$ cat src/rtl/ad9228_fifo_drain.sv
// ad9228_fifo_drain
// Round-robin drain of the AD9228 reader's per-channel sample FIFOs.
// Lives in the FIFO read-clock domain. It drives the reader's channel
// address mux and a one-hot read strobe. Each sample leaves as one 32-bit
// word on a valid/ready stream, tagged with the following fields:
//   [31:28] per-channel sequence count
//   [27:24] channel index
//   [23]    full flag
//   [11:0]  sample (zero-padded up to bit 15)
// Optional feature macro: AD9228_DRAIN_FULL_FLAG_EN.
//   Defined:   the selected FIFO's full flag is captured with each sample,
//              and overflow_seen becomes a sticky report of it.
//   Undefined: the full bit is always 0 and overflow_seen is tied low.
module ad9228_fifo_drain #(
    parameter int NUM_CHANNELS = 4,
    parameter int DATA_WIDTH   = 12,
    parameter int RD_LATENCY   = 1,
    parameter int BURST        = 4,
    localparam int AW = (NUM_CHANNELS > 1) ? $clog2(NUM_CHANNELS) : 1
) (
    input  logic                    clk,
    input  logic                    rst,
    input  logic                    drain_en,
    output logic [AW-1:0]           fifo_addr,
    output logic [NUM_CHANNELS-1:0] fifo_rd_en,
    input  logic                    fifo_not_empty,
    input  logic                    fifo_full,
    input  logic [DATA_WIDTH-1:0]   fifo_dout,
    output logic [31:0]             m_tdata,
    output logic                    m_tvalid,
    input  logic                    m_tready,
    output logic                    busy,
    output logic                    overflow_seen
);

    // Last WAIT count before the read data is valid (unused when RD_LATENCY=1).
    localparam int WAIT_LAST = (RD_LATENCY > 1) ? RD_LATENCY - 2 : 0;

    typedef enum logic [2:0] {
        S_IDLE,
        S_CHECK,
        S_READ,
        S_WAIT,
        S_OUT
    } state_t;

    state_t                  state_q;
    logic [AW-1:0]           addr_q;
    logic [NUM_CHANNELS-1:0] rd_en_q;
    logic [31:0]             tdata_q;
    logic                    tvalid_q;
    logic                    busy_q;
    logic [7:0]              burst_q;
    logic [1:0]              wait_q;
    logic [3:0]              seq_q [NUM_CHANNELS];
    logic                    out_entry;
    logic                    cap_full;

    // Strictly ascending channel order with wrap; a single channel never moves.
    function automatic logic [AW-1:0] next_addr(input logic [AW-1:0] a);
        if (NUM_CHANNELS == 1) return '0;
        if (a == AW'(NUM_CHANNELS - 1)) return '0;
        return a + 1'b1;
    endfunction

    function automatic logic [NUM_CHANNELS-1:0] onehot(input logic [AW-1:0] a);
        logic [NUM_CHANNELS-1:0] v;
        v = '0;
        for (int i = 0; i < NUM_CHANNELS; i++) begin
            if (a == AW'(i)) v[i] = 1'b1;
        end
        return v;
    endfunction

    function automatic logic [31:0] pack_word(input logic [3:0]            seq,
                                              input logic [AW-1:0]         ch,
                                              input logic                  full,
                                              input logic [DATA_WIDTH-1:0] s);
        logic [15:0] samp;
        samp = '0;
        samp[DATA_WIDTH-1:0] = s;
        return {seq, 4'(ch), full, 7'b0, samp};
    endfunction

    // The read data becomes valid on this edge, so the word is captured here.
    assign out_entry = ((state_q == S_READ) && (RD_LATENCY == 1)) ||
                       ((state_q == S_WAIT) && (wait_q == 2'(WAIT_LAST)));

`ifdef AD9228_DRAIN_FULL_FLAG_EN
    logic ovf_q;

    assign cap_full = fifo_full;

    // Sticky record of any sample that was read out of a full FIFO.
    always_ff @(posedge clk) begin
        if (rst) begin
            ovf_q <= 1'b0;
        end else if (out_entry && fifo_full) begin
            ovf_q <= 1'b1;
        end
    end

    assign overflow_seen = ovf_q;
`else
    logic unused_full;

    assign unused_full   = fifo_full;
    assign cap_full      = 1'b0;
    assign overflow_seen = 1'b0;
`endif

    // Drain FSM. The address only moves on transitions, so the reader's
    // combinational mux stays stable from CHECK through OUT.
    always_ff @(posedge clk) begin
        if (rst) begin
            state_q  <= S_IDLE;
            addr_q   <= '0;
            rd_en_q  <= '0;
            tdata_q  <= '0;
            tvalid_q <= 1'b0;
            busy_q   <= 1'b0;
            burst_q  <= '0;
            wait_q   <= '0;
            for (int i = 0; i < NUM_CHANNELS; i++) begin
                seq_q[i] <= '0;
            end
        end else begin
            unique case (state_q)
                S_IDLE: begin
                    if (drain_en) begin
                        state_q <= S_CHECK;
                        busy_q  <= 1'b1;
                    end
                end
                S_CHECK: begin
                    if (!drain_en) begin
                        state_q <= S_IDLE;
                        busy_q  <= 1'b0;
                    end else if (fifo_not_empty) begin
                        state_q <= S_READ;
                        rd_en_q <= onehot(addr_q);
                    end else begin
                        addr_q  <= next_addr(addr_q);
                        burst_q <= '0;
                    end
                end
                S_READ: begin
                    rd_en_q <= '0;
                    wait_q  <= '0;
                    if (out_entry) begin
                        state_q  <= S_OUT;
                        tvalid_q <= 1'b1;
                        tdata_q  <= pack_word(seq_q[addr_q], addr_q, cap_full, fifo_dout);
                    end else begin
                        state_q <= S_WAIT;
                    end
                end
                S_WAIT: begin
                    if (out_entry) begin
                        state_q  <= S_OUT;
                        tvalid_q <= 1'b1;
                        tdata_q  <= pack_word(seq_q[addr_q], addr_q, cap_full, fifo_dout);
                    end else begin
                        wait_q <= wait_q + 2'd1;
                    end
                end
                S_OUT: begin
                    if (m_tready) begin
                        tvalid_q       <= 1'b0;
                        seq_q[addr_q]  <= seq_q[addr_q] + 4'd1;
                        if ((burst_q + 8'd1) == 8'(BURST)) begin
                            addr_q  <= next_addr(addr_q);
                            burst_q <= '0;
                        end else begin
                            burst_q <= burst_q + 8'd1;
                        end
                        if (drain_en) begin
                            state_q <= S_CHECK;
                        end else begin
                            state_q <= S_IDLE;
                            busy_q  <= 1'b0;
                        end
                    end
                end
                default: begin
                    state_q <= S_IDLE;
                    busy_q  <= 1'b0;
                end
            endcase
        end
    end

    assign fifo_addr  = addr_q;
    assign fifo_rd_en = rd_en_q;
    assign m_tdata    = tdata_q;
    assign m_tvalid   = tvalid_q;
    assign busy       = busy_q;

endmodule

$ cat config.mk
export PLATFORM = sky130hd
export DESIGN_NAME = ad9228_fifo_drain
export DESIGN_NICKNAME = d
export VERILOG_FILES = /design/src/rtl/ad9228_fifo_drain.sv
export SDC_FILE = /design/constraint.sdc
export NUM_CORES = 1
export LEC_CHECK = 0
export BUFFER_PORTS_ARGS = -buffer_cell sky130_fd_sc_hd__buf_4
export CAP_MARGIN = 10
export CORE_ASPECT_RATIO = 1.4
export CORE_MARGIN = 2
export CORE_UTILIZATION = 55
export CTS_BUF_LIST = sky130_fd_sc_hd__clkbuf_8
export DETAILED_ROUTE_END_ITERATION = 7
export PLACE_DENSITY = 0.87
export REMOVE_ABC_BUFFERS = 1
export SETUP_SLACK_MARGIN = 0.2
export SLEW_MARGIN = 15
export SYNTH_ARGS = -nofsm -noshare
export SYNTH_HDL_FRONTEND = slang
export SYNTH_SLANG_ARGS = --single-unit
$ cat constraint.sdc
create_clock -name clk -period 4.5 [get_ports clk]
set_input_delay 0.675 -clock clk [delete_from_list [all_inputs] [get_ports clk]]
set_output_delay 0.675 -clock clk [all_outputs]
set_load 0.05 [all_outputs]
==> results.cfg <==
[clocking]
cts_tree = built
clock_path_buffers = 2
cts_htree_levels = 3
post_cts_buffers = 0
hold_buffers = 0
insertion_delay_ns = 0.34
clk_pin_slew_ns = 0.07
cts_resized = 0
root_buffer = clkbuf_8
cts_buffers = 9
numClockSinks = 57

[synthesis]
ys_seq_elements = 57
syn_area_per_cell_um2 = 9.25
ys_types = 43
yosys.area.top_type = dfxtp_1
yosysMostFrequentCell = nand2_1
synth.top_cell.area_share = 0.310
synth_area_um2 = 2650
synth-warning-count = 0
synth_edf_count = 16
ys.flop_type = dfxtp_1
synth-seq-area-share = 0.492
syn-instance-count = 286
synthTopCellsByArea = dfxtp_1 31%, edfxtp_1 18%, a21oi_1 6.4%, nand2_1 6.2%, nor2_1 5.5%
async_reset_ff_frac = 0
synth_common_cells = 44 x nand2_1, 41 x dfxtp_1, 39 x nor2_1

[worst_setup_path]
critical_path_arrival_ns = 2.21
worstSetupPathType = reg -> reg
timing.rr.end = seq_q[2][2]
ff2ff_setup_slack_ns = 2.36
end_kind = register
worst_setup_path_start_kind = register
r2r_cells = 4
critPathRequiredTime_ns = 4.57
path_max_fanout = 7

[finish]
areaGrowthSynthToFinish_pct = 19.4
layout.nets = 350
antenna_cells = 0
fin_util = 0.691
drive_gt1_frac = 0.215
stdcell_count = 392
fill_cells = 341

[grt]
gr-total-overflow = 0
grt_usage = 0.221
grt_max_degree = 47
antenna_found_initial = 0
grt_pass1_vias = 2023
grt_pass1_wl_um = 9140

[sta]
drv_slew = 0
relSlewSlack = 0.508
worstMarginPinSlew_ns = 0.739
fmax_mhz = 467
setup-violations-final = 0
setup-tns-final_ns = 0
skew_ns = 0.00731
fin_ws_ns = 2.36
period_needed_ns = 2.14
hold_violations = 0
grt_setup_unrepaired = false
period_share = 0.476

[power]
ir_drop_v = 0.000304
total_power_mw = 1.24
p_per_area_nw_per_um2 = 392
p_leak_nw = 1.23

[place]
dp_slack_ns = 2.36
post-dp-hpwl_um = 3680
port_buffers = 42
finalWeightedCongestion = 0.808
dpl.cell_count = 376

[min_path]
worstHoldStart = m_tdata[4]
hold_depth = 2
whs_endpoint = m_tdata[4]
min_path_type = reg -> reg

[drt]
vias_per_cell = 5.33
dr.pass1.iters = 4
wl_um = 5660
drt_iter0_drc = 122
wl_per_cell_um = 14.4
ant_nets = 0
drc_errors = 0
vias = 2090

[outcome]
status = completed

[floorplanning]
fp.dieW_um = 62.6
die_y_um = 86.1
start_util = 0.579
pin_count = 59
dieArea_um2 = 5390
fp-row-count = 29
core_area_um2 = 4570

[flow_run]
cap_viol_max_count = 0
==> kinds of logic (layout without fill, tap and decap cells) <==
group                    count (synthesis)  after routing  share of synthesized area
AND/OR/NAND/NOR                        121            121                      0.223
XOR/XNOR                                 2              2                    0.00662
buffers and inverters                   34             64                     0.0747
flip-flops                              57             57                      0.492
other                                    1             15                    0.00142
adder cells (fa/ha/maj)                  7              7                     0.0331
AO/OA/AOI/OAI                           57             57                      0.124
multiplexers                             7              7                     0.0459
==> layout make-up <==
class	count	area, um2	share of cell area
flip-flops and latches	57	1300	0.412
clock inverters	6	105	0.0333
repair buffers	42	315	0.0998
inverters	6	22.5	0.00713
multi-input cells	209	1200	0.380
well taps	62	77.6	0.0246
clock buffers	10	138	0.0436
==> worst max-delay path: stages (launching register included) <==
cell	delay, ns
dfxtp_1	0.48
mux4_2	0.66
ha_1	0.25
xnor2_1	0.38
nor2_1	0.10
==> per-layer routing <==
metal / up-vias / wire length (um) / part of all wire / GRT usage
li1: 1031 / - / - / -
met1: 986 / 2140 / 0.38 / 0.232
met2: 62 / 3120 / 0.55 / 0.397
met3: 11 / 312 / 0.055 / 0.0682
met4: 0 / 86 / 0.015 / 0.113
met5: - / 0 / 0 / 0
==> how the worst max path moves through the flow <==
| stage | from | end | slack, ns | cells past startpoint |
|---|---|---|---|---|
| 4_1_cts | register | seq_q[2][2] | 2.38 | 4 |
| 5_1_grt | state_q[2] | seq_q[2][2] | 2.26 | 4 |
| 3_5_place_dp | m_tready | seq_q[2][3] | 2.36 | 5 |
| 3_3_place_gp | rst | seq_q[2][0] | 2.38 | 4 |
| 6_report | register | seq_q[2][2] | 2.36 | 4 |
| 2_1_floorplan | m_tready | seq_q[2][0] | 2.63 | 4 |
==> metrics by stage <==
step                cell area (um2)  hold slack (ns)
finish                         3160            0.456
global route                   3160            0.479
CTS                            3160            0.457
detailed placement             2920            0.448
global placement               2920            0.443
floorplan                      2520            0.435
==> placed cells by master (no fill, tap or decap), types with 2 or more instances in the layout <==
cell type	instances
nand2b_1	7
a211oi_1	2
a21oi_1	34
nor2b_1	3
and3_1	4
nor3b_1	2
ha_1	7
a311oi_1	2
edfxtp_1	16
nor2_1	39
o21ai_0	9
mux4_2	4
clkinv_2	3
mux2i_1	2
nand2_1	44
dfxtp_1	41
bufinv_16	3
inv_1	6
clkbuf_8	10
nand3b_1	7
nand3_1	5
conb_1	15
buf_4	42
a22oi_1	3
or3_4	2
==> flip-flops by register name (all words and copies together) (netlist names), 2 cells and up, named ones only <==
register / flops
seq_q: 16
fifo_rd_en: 4
burst_q: 8
fifo_addr: 2
state_q: 3
wait_q: 2
m_tdata: 18
==> report_power, final <==
part           leakage, nW  switching (mW)  internal [mW]
Combinational        0.609          0.0766         0.0298
Clock                0.126           0.206          0.380
Sequential           0.496         0.00961          0.537
Total                 1.23           0.293          0.947
No activity file was read; power rests on OpenSTA's default activity.
